[src/rtl/ddr_lane_pkg.sv]
// Shared types and sizing helpers for the DDR lane scheduler.
package ddr_lane_pkg;

    typedef enum logic {
        IDLE  = 1'b0,
        SHIFT = 1'b1
    } state_t;

    localparam int DEF_N_REQ  = 4;
    localparam int DEF_WORD_W = 8;
    localparam int SRC_W      = $clog2(DEF_N_REQ);
    localparam int BEATS      = DEF_WORD_W / 2;

    // Two bits leave the lane per clock, so a word takes half its width in beats.
    function automatic int beats_of(input int word_w);
        return word_w / 2;
    endfunction

endpackage

[src/rtl/rr_arbiter.sv]
// Combinational round-robin arbiter: searches upward from the slot after last_grant.
module rr_arbiter
#(
    parameter int N_REQ = 4
) (
    input  logic [N_REQ-1:0]         req,
    input  logic [$clog2(N_REQ)-1:0] last_grant,
    output logic [N_REQ-1:0]         gnt,
    output logic [$clog2(N_REQ)-1:0] gnt_idx
);
    localparam int IDX_W = $clog2(N_REQ);

    always_comb begin
        gnt     = '0;
        gnt_idx = '0;
        for (int i = 1; i <= N_REQ; i++) begin
            if (req[IDX_W'((int'(last_grant) + i) % N_REQ)] && gnt == '0) begin
                gnt[IDX_W'((int'(last_grant) + i) % N_REQ)] = 1'b1;
                gnt_idx = IDX_W'((int'(last_grant) + i) % N_REQ);
            end
        end
    end

endmodule

[src/rtl/ddr_lane_sched.sv]
// Round-robin scheduler that serialises one requester word at a time onto a
// two-bit-per-clock (rise/fall) lane, MSB first, with back-to-back words.
module ddr_lane_sched
    import ddr_lane_pkg::*;
#(
    parameter int N_REQ  = DEF_N_REQ,
    parameter int WORD_W = DEF_WORD_W
) (
    input  logic                      clk,
    input  logic                      rst,
    input  logic [N_REQ-1:0]          req_valid,
    input  logic [N_REQ*WORD_W-1:0]   req_data,
    output logic [N_REQ-1:0]          req_ready,
    output logic                      lane_rise,
    output logic                      lane_fall,
    output logic                      lane_en,
    output logic [$clog2(N_REQ)-1:0]  lane_src,
    output logic                      busy
);
    localparam int SRC_BITS = $clog2(N_REQ);
    localparam int BEAT_N   = beats_of(WORD_W);
    localparam int CNT_W    = $clog2(BEAT_N);
    localparam logic [CNT_W-1:0] LAST_BEAT = CNT_W'(BEAT_N - 1);

    state_t              state;
    logic [CNT_W-1:0]    beat;
    logic [WORD_W-1:0]   shift_q;
    logic [SRC_BITS-1:0] last_grant;
    logic [N_REQ-1:0]    gnt;
    logic [SRC_BITS-1:0] gnt_idx;
    logic [WORD_W-1:0]   gnt_word;
    logic                accept_window;
    logic                accept;

    rr_arbiter #(.N_REQ(N_REQ)) u_arb (
        .req        (req_valid),
        .last_grant (last_grant),
        .gnt        (gnt),
        .gnt_idx    (gnt_idx)
    );

    // Accepting on the last beat is what removes the bubble between words.
    assign accept_window = (state == IDLE) || (state == SHIFT && beat == LAST_BEAT);
    assign accept        = accept_window && (|req_valid) && !rst;
    assign req_ready     = accept ? gnt : '0;
    assign gnt_word      = req_data[gnt_idx*WORD_W +: WORD_W];

    // The lane bits come straight from flops; shift_q holds the beats not yet shown.
    always_ff @(posedge clk or posedge rst) begin
        if (rst) begin
            state      <= IDLE;
            beat       <= '0;
            shift_q    <= '0;
            last_grant <= SRC_BITS'(N_REQ - 1);
            lane_rise  <= 1'b0;
            lane_fall  <= 1'b0;
            lane_en    <= 1'b0;
            lane_src   <= '0;
            busy       <= 1'b0;
        end else if (accept) begin
            state      <= SHIFT;
            busy       <= 1'b1;
            beat       <= '0;
            shift_q    <= gnt_word << 2;
            lane_rise  <= gnt_word[WORD_W-1];
            lane_fall  <= gnt_word[WORD_W-2];
            lane_en    <= 1'b1;
            lane_src   <= gnt_idx;
            last_grant <= gnt_idx;
        end else if (state == SHIFT) begin
            if (beat == LAST_BEAT) begin
                state     <= IDLE;
                busy      <= 1'b0;
                beat      <= '0;
                lane_en   <= 1'b0;
                lane_rise <= 1'b0;
                lane_fall <= 1'b0;
            end else begin
                beat      <= beat + 1'b1;
                lane_rise <= shift_q[WORD_W-1];
                lane_fall <= shift_q[WORD_W-2];
                shift_q   <= shift_q << 2;
            end
        end
    end

endmodule

[config.mk]
export PLATFORM = sky130hd
export DESIGN_NAME = ddr_lane_sched
export DESIGN_NICKNAME = d
export VERILOG_FILES = /design/src/rtl/ddr_lane_pkg.sv /design/src/rtl/rr_arbiter.sv /design/src/rtl/ddr_lane_sched.sv
export SDC_FILE = /design/constraint.sdc
export NUM_CORES = 1
export LEC_CHECK = 0
export BUFFER_PORTS_ARGS = -buffer_cell sky130_fd_sc_hd__buf_2
export CORE_ASPECT_RATIO = 0.7
export CORE_MARGIN = 4
export CORE_UTILIZATION = 25
export CTS_BUF_LIST = sky130_fd_sc_hd__clkbuf_4 sky130_fd_sc_hd__clkbuf_8
export CTS_CLUSTER_SIZE = 40
export DETAILED_ROUTE_END_ITERATION = 8
export PLACE_DENSITY = 0.41
export SYNTH_ARGS = -nofsm -noshare
export SYNTH_HDL_FRONTEND = slang
export SYNTH_SLANG_ARGS = --single-unit
[constraint.sdc]
create_clock -name clk -period 3.85 [get_ports clk]
set_clock_uncertainty 0.15 [all_clocks]
set_input_delay 0.385 -clock clk [delete_from_list [all_inputs] [get_ports clk]]
set_output_delay 0.385 -clock clk [all_outputs]
set_load 0.02 [all_outputs]
==> flow_metrics.tcl <==
set metrics [dict create \
    drtPass1Iterations 4 \
    synth_area_leaders "dfrtp_1, mux2i_1, nand2_1" \
    synthFlopType "dfrtp_1" \
    leakagePower_nw 1.17 \
    end_kind "output pin" \
    async_flop_share_pct 100 \
    drc 0 \
    syn_area_sq_um 2030 \
    rr_endpoint "shift_q[6]" \
    clock_path_buffers 2 \
    postPlaceCellArea_sq_um 2460 \
    clkTransAtPathRegs_ns 0.07 \
    maxCapViolations 0 \
    fin_crit_ns 3.64 \
    htreeDepth 1 \
    rrSetupSlack_ns 0.33 \
    synth-xor-area-share_pct 0.431 \
    rows 27 \
    synth_cell_type_count 58 \
    use_met3_pct 2.18 \
    via_count 2063 \
    synth_compound_area_share_pct 33.1 \
    n_fill_cell 828 \
    cts.sinks 16 \
    final_max_slew_viol_count 0 \
    postCtsResizedCells 0 \
    multi_input_area_sq_um 1540 \
    crit_fanout 8 \
    ys_seq_area_share_pct 19.8 \
    ctsHoldBuffers 0 \
    worst_slew_pin_slew_ns 0.662 \
    hold_violations 0 \
    tns_ns 0 \
    slowest_delay_ns 0.54 \
    syn_nets 289 \
    grt_pass1_vias 2013 \
    antenna_cells 0 \
    cp.depth 10 \
    critPathTopFamily "compound AO/OA/AOI/OAI gates" \
    crit_type "flop to output pin" \
    synthToLayoutAreaGrowth_pct 24.0 \
    max_freq_ghz 0.275 \
    synth-edff-count 0 \
    first_iter_violations 98 \
    clk_latency_ns 0.25 \
    hold_path_class "input port to asynchronous set/reset pin" \
    cp_cell_sequence "inv_1 > ha_1 > mux2i_1 > o22a_1 > nand4_1 > o211ai_4 > nor2_2 > nand3_1 > a41oi_2 > buf_2" \
    ys_ff_latch 16 \
    gr-total-overflow 0 \
    fin_ws_ns 0.214 \
    dieWidth_um 116 \
    cp.required_ns 3.31 \
    grt_use_met1_pct 22.8 \
    die_h_um 83.4 \
    status "finished clean" \
    synthAdderAreaFrac_pct 5.54 \
    use_met2_pct 18.9 \
    top_usage_layer "met1" \
    wl_per_cell_um 16.7 \
    synth_top_family_by_area "compound AO/OA/AOI/OAI gates" \
    place_inst 394 \
    root_buffer "clkbuf_8" \
    power.density_nw_per_um2 1110 \
    final_area_sq_um 2520 \
    initial_utilization_pct 25.8 \
    io_buffer_count 47 \
    die-area_sq_um 9660 \
    worstPathArrival_ns 3.10 \
    layout_commonest_cell "buf_2" \
    synth.avg_cell_area_sq_um 8.40 \
    synth_mux_area_share_pct 13.5 \
    rsz0062_at_grt "no" \
    syn_inst 242 \
    synth_top_area_share_pct 17.2 \
    layout_common_cells "buf_2, nand2_1, nor2_1, buf_4" \
    nNetsFinal 345 \
    yosys.area_share.simple_pct 22.1 \
    cts_buffers 3 \
    yosys_warnings 0 \
    fin_crit_sh_pct 94.4 \
    post_cts_buffers 0 \
    drive_gt1_share_pct 32.7 \
    cp-endpoint "req_ready[2]" \
    synth_top_cell_by_area "dfrtp_1" \
    postRouteAntennaNets 0 \
    rr_worst_depth 11 \
    fin_cells 398 \
    seq_area_sq_um 403 \
    routed_wl_mm 6.65 \
    core_sq_um 7870 \
    vdd_drop_max_v 0.000377 \
    grtUsageTotal_pct 13.9 \
    worstReg2RegStart "last_grant[0]" \
    cts_tree "done" \
    antenna_found_initial 0 \
    max_slew_margin_pct 55.8 \
    viasPerCell 5.18 \
    grt_max_degree 40 \
    cp_slowest_cell "dfstp_2" \
    detailed_place_hpwl_mm 5.29 \
    place.gp.congestion 0.854 \
    finalSetupViolCount 0 \
    dpl_worst_slack_ns 0.330 \
    cp-startpoint "last_grant[0]" \
    start_kind "flop" \
    path_buf_inv 2 \
    grt_pass1_wl_mm 10.7 \
    pin_count 48 \
]
-- area by class of cell --
cell class                 instances  share of cell area, %
clock buffer                       4                   1.94
inverter                          12                   1.79
multi-input combinational        202                   61.0
sequential                        16                   16.0
tap                              101                   5.02
timing repair buffer              63                   14.3
-- where the power goes --
group / leakage, nW / total [mW] / switching, mW / internal (mW)
Clock: 0.0262 / 0.141 / 0.0607 / 0.0805
Combinational: 0.946 / 2.36 / 1.41 / 0.952
Sequential: 0.197 / 0.282 / 0.0389 / 0.244
Total: 1.17 / 2.79 / 1.51 / 1.28
-- routing by layer --
layer	part of all wire, %	vias to the layer above
li1	-	1041
met1	54	942
met2	39	76
met3	6.6	4
met4	0.63	0
met5	0	-
-- cell families (layout without fill, tap and decap cells) --
| family | after synthesis | after routing |
|---|---|---|
| flip-flops | 16 | 16 |
| buffers and inverters | 24 | 79 |
| multiplexers | 22 | 22 |
| AND/OR/NAND/NOR | 89 | 89 |
| adder cells (fa/ha/maj) | 9 | 9 |
| AO/OA/AOI/OAI | 81 | 81 |
| XOR/XNOR | 1 | 1 |
-- flip-flops by register name, indices dropped and copies added (netlist names) --
register	cells
shift_q	6
beat	2
lane_src	2
last_grant	2
busy	1
lane_fall	1
lane_rise	1
state	1
-- cell usage after synthesis (all sizes together) (3+ instances only) --
master  number
mux2i       14
ha           9
nand3        6
buf          4
and2         4
or2          4
o31ai        4
o211ai       9
mux4         4
nand4        4
a21oi       10
dfrtp       14
clkbuf       8
a22o         3
nand2       33
inv         12
o22ai        6
o21ai       13
nor2        19
a211oi       4
nand2b       3
mux2         4
and3        10
o221ai       6
-- per-stage QoR --
step                      util (%)  hold slack (ns)  total power, mW
after global placement        31.3            0.321             2.67
after floorplan                  -            0.147             2.01
after global routing          32.0            0.153             3.04
after CTS                     31.9            0.114             2.78
final                         32.0           0.0898             2.79
after detailed placement      31.3            0.321             2.63
-- how the worst min path moves through the flow --
stage | cells after the start | to | slack (ns) | from
2_1_floorplan | 1 | beat[0] | 0.15 | rst
3_3_place_gp | 2 | lane_src[0] | 0.32 | lane_src[0]
3_5_place_dp | 2 | lane_src[0] | 0.32 | lane_src[0]
4_1_cts | 2 | shift_q[5] | 0.11 | rst
5_1_grt | 2 | shift_q[5] | 0.15 | rst
6_report | 2 | shift_q[5] | 0.09 | rst
No activity file was read; power rests on OpenSTA's default activity.
